**config.mk**
```make
export PLATFORM = sky130hd
export DESIGN_NAME = uart_receiver
export DESIGN_NICKNAME = d
export VERILOG_FILES = /design/src/rtl/uart_receiver.sv
export SDC_FILE = /design/constraint.sdc
export NUM_CORES = 1
export LEC_CHECK = 0
export CAP_MARGIN = 20
export CORE_MARGIN = 3
export CORE_UTILIZATION = 58
export CTS_CLUSTER_SIZE = 14
export DETAILED_ROUTE_END_ITERATION = 10
export PLACE_DENSITY_LB_ADDON = 0.05
export SLEW_MARGIN = 20
export SYNTH_ARGS = -nofsm -noshare
export SYNTH_HDL_FRONTEND = slang
export SYNTH_SLANG_ARGS = --single-unit
```
**constraint.sdc**
```tcl
create_clock -name clock -period 3.6 [get_ports clock]
set_clock_uncertainty 0.1 [all_clocks]
set_input_delay 0.72 -clock clock [delete_from_list [all_inputs] [get_ports clock]]
set_output_delay 0.72 -clock clock [all_outputs]
set_load 0.05 [all_outputs]
```
**src/rtl/uart_receiver.sv**
```systemverilog
// uart_receiver
// Receive half of the UART link. Deserialises an 8N1 asynchronous stream on
// rx into bytes, sampling on the 16x oversample tick from the baud-tick
// generator. One received byte is held for the bus with a ready/read
// handshake, and framing and overrun errors are reported.
//
// Ports:
//   clock         system clock, all logic on posedge
//   reset         asynchronous active-high reset, clears all state
//   uart_tick_16  single-cycle oversample strobe
//   rx            serial line, idle high, asynchronous to clock
//   read          single-cycle consume strobe, clears data_ready and overrun
//   data          last received byte
//   data_ready    an unread byte is held in data
//   framing_error stop bit of the last completed frame was 0
//   overrun       a byte completed while the previous one was still unread
module uart_receiver #(
   parameter int OVERSAMPLE = 16,
   parameter int DATA_BITS  = 8
) (
   input  logic                 clock,
   input  logic                 reset,
   input  logic                 uart_tick_16,
   input  logic                 rx,
   input  logic                 read,
   output logic [DATA_BITS-1:0] data,
   output logic                 data_ready,
   output logic                 framing_error,
   output logic                 overrun
);

   localparam int TW = $clog2(OVERSAMPLE);
   localparam int BW = (DATA_BITS > 1) ? $clog2(DATA_BITS) : 1;

   localparam logic [TW-1:0] HALF_LAST = TW'(OVERSAMPLE / 2 - 1);
   localparam logic [TW-1:0] FULL_LAST = TW'(OVERSAMPLE - 1);
   localparam logic [BW-1:0] BIT_LAST  = BW'(DATA_BITS - 1);

   typedef enum logic [1:0] {
      IDLE  = 2'd0,
      START = 2'd1,
      DATA  = 2'd2,
      STOP  = 2'd3
   } state_t;

   state_t               state_r;
   logic                 rx_meta_r;
   logic                 rx_sync_r;
   logic [TW-1:0]        tick_cnt_r;
   logic [BW-1:0]        bit_cnt_r;
   logic [DATA_BITS-1:0] shift_r;

   // Two-flop synchroniser; idle-high reset value avoids a false start bit.
   always_ff @(posedge clock or posedge reset) begin
      if (reset) begin
         rx_meta_r <= 1'b1;
         rx_sync_r <= 1'b1;
      end else begin
         rx_meta_r <= rx;
         rx_sync_r <= rx_meta_r;
      end
   end

   // Frame FSM, counters, shift register and registered bus-side outputs.
   always_ff @(posedge clock or posedge reset) begin
      if (reset) begin
         state_r       <= IDLE;
         tick_cnt_r    <= '0;
         bit_cnt_r     <= '0;
         shift_r       <= '0;
         data          <= '0;
         data_ready    <= 1'b0;
         framing_error <= 1'b0;
         overrun       <= 1'b0;
      end else begin
         // Bus consume; a completing frame below re-asserts data_ready.
         if (read && data_ready) begin
            data_ready <= 1'b0;
            overrun    <= 1'b0;
         end else begin
            data_ready <= data_ready;
         end

         if (uart_tick_16) begin
            case (state_r)
               IDLE: begin
                  if (!rx_sync_r) begin
                     state_r    <= START;
                     tick_cnt_r <= '0;
                  end else begin
                     state_r    <= IDLE;
                  end
               end
               START: begin
                  if (tick_cnt_r == HALF_LAST) begin
                     if (!rx_sync_r) begin
                        state_r    <= DATA;
                        tick_cnt_r <= '0;
                        bit_cnt_r  <= '0;
                     end else begin
                        // Line went high before mid start bit: a glitch.
                        state_r    <= IDLE;
                     end
                  end else begin
                     tick_cnt_r <= tick_cnt_r + 1'b1;
                  end
               end
               DATA: begin
                  if (tick_cnt_r == FULL_LAST) begin
                     // LSB arrives first, so shift in at the top.
                     shift_r    <= {rx_sync_r, shift_r[DATA_BITS-1:1]};
                     tick_cnt_r <= '0;
                     if (bit_cnt_r == BIT_LAST) begin
                        state_r <= STOP;
                     end else begin
                        bit_cnt_r <= bit_cnt_r + 1'b1;
                     end
                  end else begin
                     tick_cnt_r <= tick_cnt_r + 1'b1;
                  end
               end
               STOP: begin
                  if (tick_cnt_r == FULL_LAST) begin
                     data          <= shift_r;
                     framing_error <= ~rx_sync_r;
                     data_ready    <= 1'b1;
                     if (data_ready && !read) begin
                        overrun <= 1'b1;
                     end else begin
                        overrun <= overrun & ~(read & data_ready);
                     end
                     // Leave mid stop bit so an immediate next start is seen.
                     tick_cnt_r    <= '0;
                     state_r       <= IDLE;
                  end else begin
                     tick_cnt_r <= tick_cnt_r + 1'b1;
                  end
               end
               default: begin
                  state_r <= IDLE;
               end
            endcase
         end else begin
            state_r <= state_r;
         end
      end
   end

endmodule

```
==> summary.txt, run 1 <==
Synth
  • Number of synthesized register bits: 30
  • Syn_area_per_cell: between 10 and 15 um^2
  • Post-synth EDFFs: 0
  • Mapped Nets: 122
  • Seq/Total Area, Yosys: 0.531
  • Synth area leaders: dfrtp_1 (49%), mux2_2 (14%), dfstp_2 (3.7%), ha_1 (2.6%), and3_1 (2.2%)
  • Post-synth ARST share: 1.00
  • Post-Syn Instances: 114
  • Syn Std Cell Area: 1420 um^2
  • YS warnings: 0
  • Ys flop type: dfrtp_1
  • Synth top area share: 0.494
  • Post-synthesis cell type with the largest combined area: dfrtp_1
  • Netlist cell types: 38

Floorplan
  • Core area: roughly 2300 um^2
  • FP Rows: 17
  • Starting density of the core: 0.623
  • IO Pins: 16
  • DIE WIDTH: about 55 um
  • Total die area: about 3000 um^2
  • DIE HEIGHT: about 55 um

Drt
  • WL/cell: roughly 15 um
  • DRC errors left: 0
  • WL final: between 2000 and 2500 um
  • Via/cell ratio: between 5 and 6
  • First-pass DRT Iterations: 4
  • Routed vias: 937
  • Highest metal used: met4
  • DR iter-0 viols: 25
  • DRT antenna net count: 0
  • M1 WL: between 1000 and 1500 um
  • DR WL met3: between 80 and 90 um
  • Routed wl met2: roughly 1100 um

Pwr
  • Pleak: 0.803 nW
  • Overall Power: about 940 uW
  • PwrDens: around 570 nW/um^2
  • Peak supply drop: 0.548 mV

Timing
  • Fin crit share: 0.667
  • Rel. slew slack: 0.660
  • Setup_tns: 0 ns
  • Final setup vio count: 0
  • Fmax: between 400 and 500 MHz
  • Slew @ Worst Pin: roughly 0.51 ns
  • Hold Violations, Final: 0
  • Final Max Tran Viols: 0
  • Final setup margin: 1.20 ns
  • Post-layout min period: about 2.4 ns
  • RSZ-0062 raised after global routing: false

GRT
  • Largest net degree at the start of global routing: 31
  • Gr usage total: 0.172
  • Global route overflow: 0
  • Number of global-route vias before repair: 970
  • Initial antenna violation count: 0
  • First-pass GRT wire length: around 4200 um

Cells and area
  • Final net count: 139
  • Area delta synth->final: 16.6%
  • Most common cell after layout, fill and taps aside: dfrtp_1
  • Layout cell share with drive strength beyond 1: 0.237
  • Fillers: about 150
  • Most frequent cells in the layout: dfrtp_1 (28), mux2_2 (17), clkdlybuf4s50_1 (15)
  • ANT cells: 0

Clock tree
  • Quantity of gates resized following cts: 0
  • Clock sink count: 30
  • Clk slew on worst S/H paths: ~0.080 ns
  • Max H-tree Level: 2
  • # hold bufs at CTS: 0
  • Number of buffers created by CTS: 5
  • CTS Buffer Depth: 2
  • Post-CTS Setup Bufs: 0
  • Clock latency on the worst-skew pair: slightly above 0.3 ns
  • Root Buffer: clkbuf_4
  • CTS tree: yes

Worst setup path
  • Critical path class: in -> reg
  • CP delay by family, top: simple AND/OR/NAND/NOR gates
  • CP max stage delay: approximately 0.68 ns
  • Crit. End Element: flip-flop
  • Maximum fanout along the worst path: 11
  • Crit path DAT: about 2.5 ns
  • CP Cell Sequence: clkdlybuf4s50_1, and3_1, and2_1, mux2_2
  • Crit path buf inv count: 1
  • Required @ worst endpoint: around 3.7 ns
  • Slowest CP cell: clkdlybuf4s50_1
  • Crit start category: primary input

Worst hold path
  • Worst hold path type: reg -> reg

Status
  • Status: completed

Placement
  • Hpwl dp: 1700 um
  • Port bufs: 15
  • RD Place Congestion: around 0.84
  • Place WS: 0.873 ns

Flow run
  • Max Cap Viol: 0
## flip-flops by register name, indices dropped and copies added, names as in the netlist, named ones only
| register | cells |
|---|---|
| tick_cnt_r | 4 |
| data | 8 |
| data_ready | 1 |
| state_r | 1 |
| shift_r | 8 |
| rx_meta_r | 1 |
| framing_error | 1 |
| rx_sync_r | 1 |
| bit_cnt_r | 3 |
## through the flow
step | instance area, um^2 | std cells | hold WS (ns) | utilization
after detailed placement | 1570 | 152 | 0.257 | 0.690
final | 1650 | 159 | 0.265 | 0.726
after global placement | 1570 | 152 | 0.249 | 0.690
after CTS | 1650 | 159 | 0.269 | 0.726
after floorplan | 1420 | 114 | 0.245 | -
after global routing | 1650 | 159 | 0.275 | 0.726
## worst paths after layout
kind                                          endpoint  slack [ns]  cells after the start                 startpoint
worst max-delay path            shift_r[7]$_DFFE_PP0P_        1.20                      4               uart_tick_16
worst min-delay path               rx_sync_r$_DFF_PP1_        0.27                      0        rx_meta_r$_DFF_PP1_
worst max register to register  shift_r[7]$_DFFE_PP0P_        1.65                      4  tick_cnt_r[0]$_DFFE_PP0P_
worst min register to register     rx_sync_r$_DFF_PP1_        0.27                      0        rx_meta_r$_DFF_PP1_
max in group asynchronous          rx_sync_r$_DFF_PP1_        2.41                      3                      reset
min in group asynchronous          data[1]$_DFFE_PP0P_        0.67                      3                      reset
## cell type report
type,instances,area [um^2],share of cell area
sequential,30,753,0.456
multi-input combinational,73,607,0.367
timing repair buffer,16,158,0.0954
clock buffer,6,51.3,0.0310
tap,28,35.0,0.0212
clock inverter,1,30.0,0.0182
inverter,5,18.8,0.0114
## layer usage
metal / track usage / vias up
met5: 0 / -
met4: 0.0729 / 0
met3: 0.0514 / 5
met2: 0.279 / 14
met1: 0.211 / 464
li1: - / 454
## power breakdown
part	total [mW]	switching, mW	internal, mW
clock	0.264	0.102	0.162
sequential	0.462	0.0835	0.378
combinational	0.215	0.107	0.108
total	0.941	0.293	0.648
## synth_stat cells, types with 3 or more instances
cell type / n
buf_2: 4
dfrtp_1: 28
nor2_1: 4
and3_1: 5
inv_1: 5
mux2_2: 17
ha_1: 3
nand2_1: 5
## logic make-up (layout without fill, tap and decap cells)
logic type / after synthesis / in the layout / synth area share
compound gates: 21 / 21 / 0.119
xor+xnor: 2 / 2 / 0.0124
fa+ha+maj: 3 / 3 / 0.0265
buf+inv: 11 / 28 / 0.0406
flops: 30 / 30 / 0.531
mux: 19 / 19 / 0.149
simple gates: 28 / 28 / 0.121
Power figures use the tool's default switching activity.
==> run 2, diff against run 1 <==
CORE_UTILIZATION = 49   (was 58)
clock period = 1.95 ns   (was 3.6 ns; I/O delays follow)
==> run 2 against run 1 <==
Non-clock buffer count increased by 11. Global-route usage fell by 0.30 points. Flip-flop and latch count unchanged. Clock power increased by 89%. Setup slack got worse by 1.1 ns. Register-to-register slack lost 1.5 ns. Wire length is 12% higher. Final area rose by 4.2%. Count of clock-buffer cells in the layout stayed put. Combinational power increased to 2.7 times the previous value. Die area increased by 16%. First-iteration DRC count is 16% higher. Critical path type is now reg -> reg. Largest power group unchanged. Highest routed layer unchanged.
==> summary.txt, run 2 (same netlist as run 1, synthesis figures left out) <==
Status
  • Status: completed

Clock tree
  • Clk slew on worst S/H paths: 0.10 ns (+0.02 ns)
  • Post-CTS Setup Bufs: 0 (unchanged)
  • Quantity of gates resized following cts: 0 (unchanged)
  • Number of buffers created by CTS: 5 (unchanged)
  • Max H-tree Level: 2 (unchanged)
  • Clock latency on the worst-skew pair: 0.32 ns (about the same)
  • CTS tree: yes
  • Clock sink count: 30 (unchanged)
  • # hold bufs at CTS: 0 (unchanged)
  • CTS Buffer Depth: 2 (unchanged)
  • Root Buffer: clkbuf_4

Floorplan
  • Core area: 2610 um^2 (+15%)
  • DIE HEIGHT: 59.8 um (+7.8%)
  • DIE WIDTH: 59.8 um (+7.8%)
  • Total die area: 3570 um^2 (+16%)
  • IO Pins: 16 (unchanged)
  • FP Rows: 18 (+1)
  • Starting density of the core: 0.543 (-0.0802)

Worst setup path
  • Critical path class: reg -> reg
  • Maximum fanout along the worst path: 3 (-8)
  • Crit. End Element: flip-flop
  • Crit start category: flip-flop
  • Required @ worst endpoint: 2.04 ns (-1.66 ns)
  • Crit path DAT: 1.92 ns (-0.58 ns)

Timing
  • Hold Violations, Final: 0 (unchanged)
  • RSZ-0062 raised after global routing: false
  • Post-layout min period: between 1.5 and 2 ns
  • Rel. slew slack: 0.745 (+0.0852)
  • Fmax: between 500 and 600 MHz
  • Final setup vio count: 0 (unchanged)
  • Final Max Tran Viols: 0 (unchanged)
  • Slew @ Worst Pin: 0.383 ns (-0.126 ns)
  • Fin crit share: 0.938

Pwr
  • PwrDens: 1060 nW/um^2 (+86%)
  • Comb power frac: 0.317 (+0.089)
  • Peak supply drop: 0.936 mV (+71%)
  • Clk pwr share: 0.273 (-0.008)
  • Pleak: 0.884 nW (+10%)
  • Switching part of the total power: 0.312 (+0.000787)
  • Seq pwr share: 0.410 (-0.081)
  • Switch Pwr: 571 uW (+95%)
  • Internal power: 1.26 mW (+94%)

Cells and area
  • Area delta synth->final: 21.5%
  • Most frequent cells in the layout: dfrtp_1 (28), buf_4 (22), mux2_2 (17)
  • Final net count: 150 (+7.9%)
  • ANT cells: 0 (unchanged)
  • Final core utilization: 0.659 (-0.0667)
  • Largest regs: data: 8 flops, shift_r: 8 flops, tick_cnt_r: 4 flops
  • Most common cell after layout, fill and taps aside: dfrtp_1
  • Final cell area excluding filler cells: 1720 um^2 (+4.2%)
  • Layout cell share with drive strength beyond 1: 0.373 (+0.137)

Placement
  • Hpwl dp: 1830 um (+7.7%)
  • RD Place Congestion: 0.776 (-7.2%)
  • Placed Instance Area: 1640 um^2 (+4.5%)
  • Port bufs: 15 (unchanged)

GRT
  • Global route overflow: 0 (unchanged)
  • Gr usage total: 0.169 (-0.00299)
  • Number of global-route vias before repair: 986 (+1.6%)
  • First-pass GRT wire length: 4390 um (+5.0%)
  • Largest net degree at the start of global routing: 31 (unchanged)
  • Initial antenna violation count: 0 (unchanged)

Worst hold path
  • Worst hold path type: reg -> reg

Drt
  • Via/cell ratio: 5.78 (-1.8%)
  • First-pass DRT Iterations: 4 (unchanged)
  • DRC errors left: 0 (unchanged)
  • WL/cell: 15.1 um (+3.1%)
  • Routed vias: 995 (+6.2%)
  • DRT antenna net count: 0 (unchanged)
  • WL final: 2590 um (+12%)
  • DR iter-0 viols: 29 (+16%)

Flow run
  • Max Cap Viol: 0 (unchanged)
==> run 2: cell count changes in the layout (fill, tap and decap cells not counted) <==
cell | before | now
clkdlybuf4s50_1 | 15 | 4
buf_4 | 1 | 22
buf_12 | 0 | 1
==> run 2: stage by stage <==
stage | std cells | hold WS [ns] | setup TNS [ns] | total power [mW] | worst slack, ns
final | 172 | 0.262 | 0 | 1.83 | 0.121
after global routing | 172 | 0.270 | 0 | 1.94 | 0.0579
after CTS | 172 | 0.264 | 0 | 1.85 | 0.113
after detailed placement | 165 | 0.250 | -1.21 | 1.34 | -0.109
after global placement | 165 | 0.250 | -0.847 | 1.31 | -0.0811
after floorplan | 114 | 0.245 | 0 | 1.18 | 0.248
==> run 2: final timing paths <==
check                                            to                      from  depth (start not counted)  slack [ns]
max in group asynchronous       rx_meta_r$_DFF_PP1_                     reset                          3        1.08
min                             rx_sync_r$_DFF_PP1_       rx_meta_r$_DFF_PP1_                          0        0.26
min reg2reg                     rx_sync_r$_DFF_PP1_       rx_meta_r$_DFF_PP1_                          0        0.26
max reg2reg                bit_cnt_r[2]$_DFFE_PP0P_  bit_cnt_r[0]$_DFFE_PP0P_                          5        0.12
min in group asynchronous       data[1]$_DFFE_PP0P_                     reset                          3        0.34
max                        bit_cnt_r[2]$_DFFE_PP0P_  bit_cnt_r[0]$_DFFE_PP0P_                          5        0.12
==> run 2: cell type report <==
class	count	area, um^2
fill	204	890
clock inverter	1	30.0
multi-input combinational	73	607
tap	30	37.5
inverter	5	18.8
sequential	30	753
clock buffer	6	51.3
timing repair buffer	27	225
==> run 2: critical path, cell delays in order, from the launching register on <==
cell and delay [ns]:
dfrtp_1 0.42, ha_1 0.21, ha_1 0.21, nand4bb_1 0.26
and3_1 0.23, a311o_1 0.27
==> run 2: power groups by stage <==
stage / Sequential [mW] / Combinational (mW) / Clock [mW]
finish: 0.750 / 0.579 / 0.499
global route: 0.760 / 0.640 / 0.542
CTS: 0.751 / 0.580 / 0.515
detailed placement: 0.762 / 0.577 / 0
global placement: 0.758 / 0.556 / 0
floorplan: 0.770 / 0.408 / 0
==> run 2: routing by layer <==
layer / vias to the layer above / GRT usage / part of all wire
li1: 480 / - / -
met4: 0 / 0.0854 / 0.0073
met1: 491 / 0.221 / 0.47
met2: 22 / 0.255 / 0.47
met5: - / 0 / 0
met3: 2 / 0.0454 / 0.051
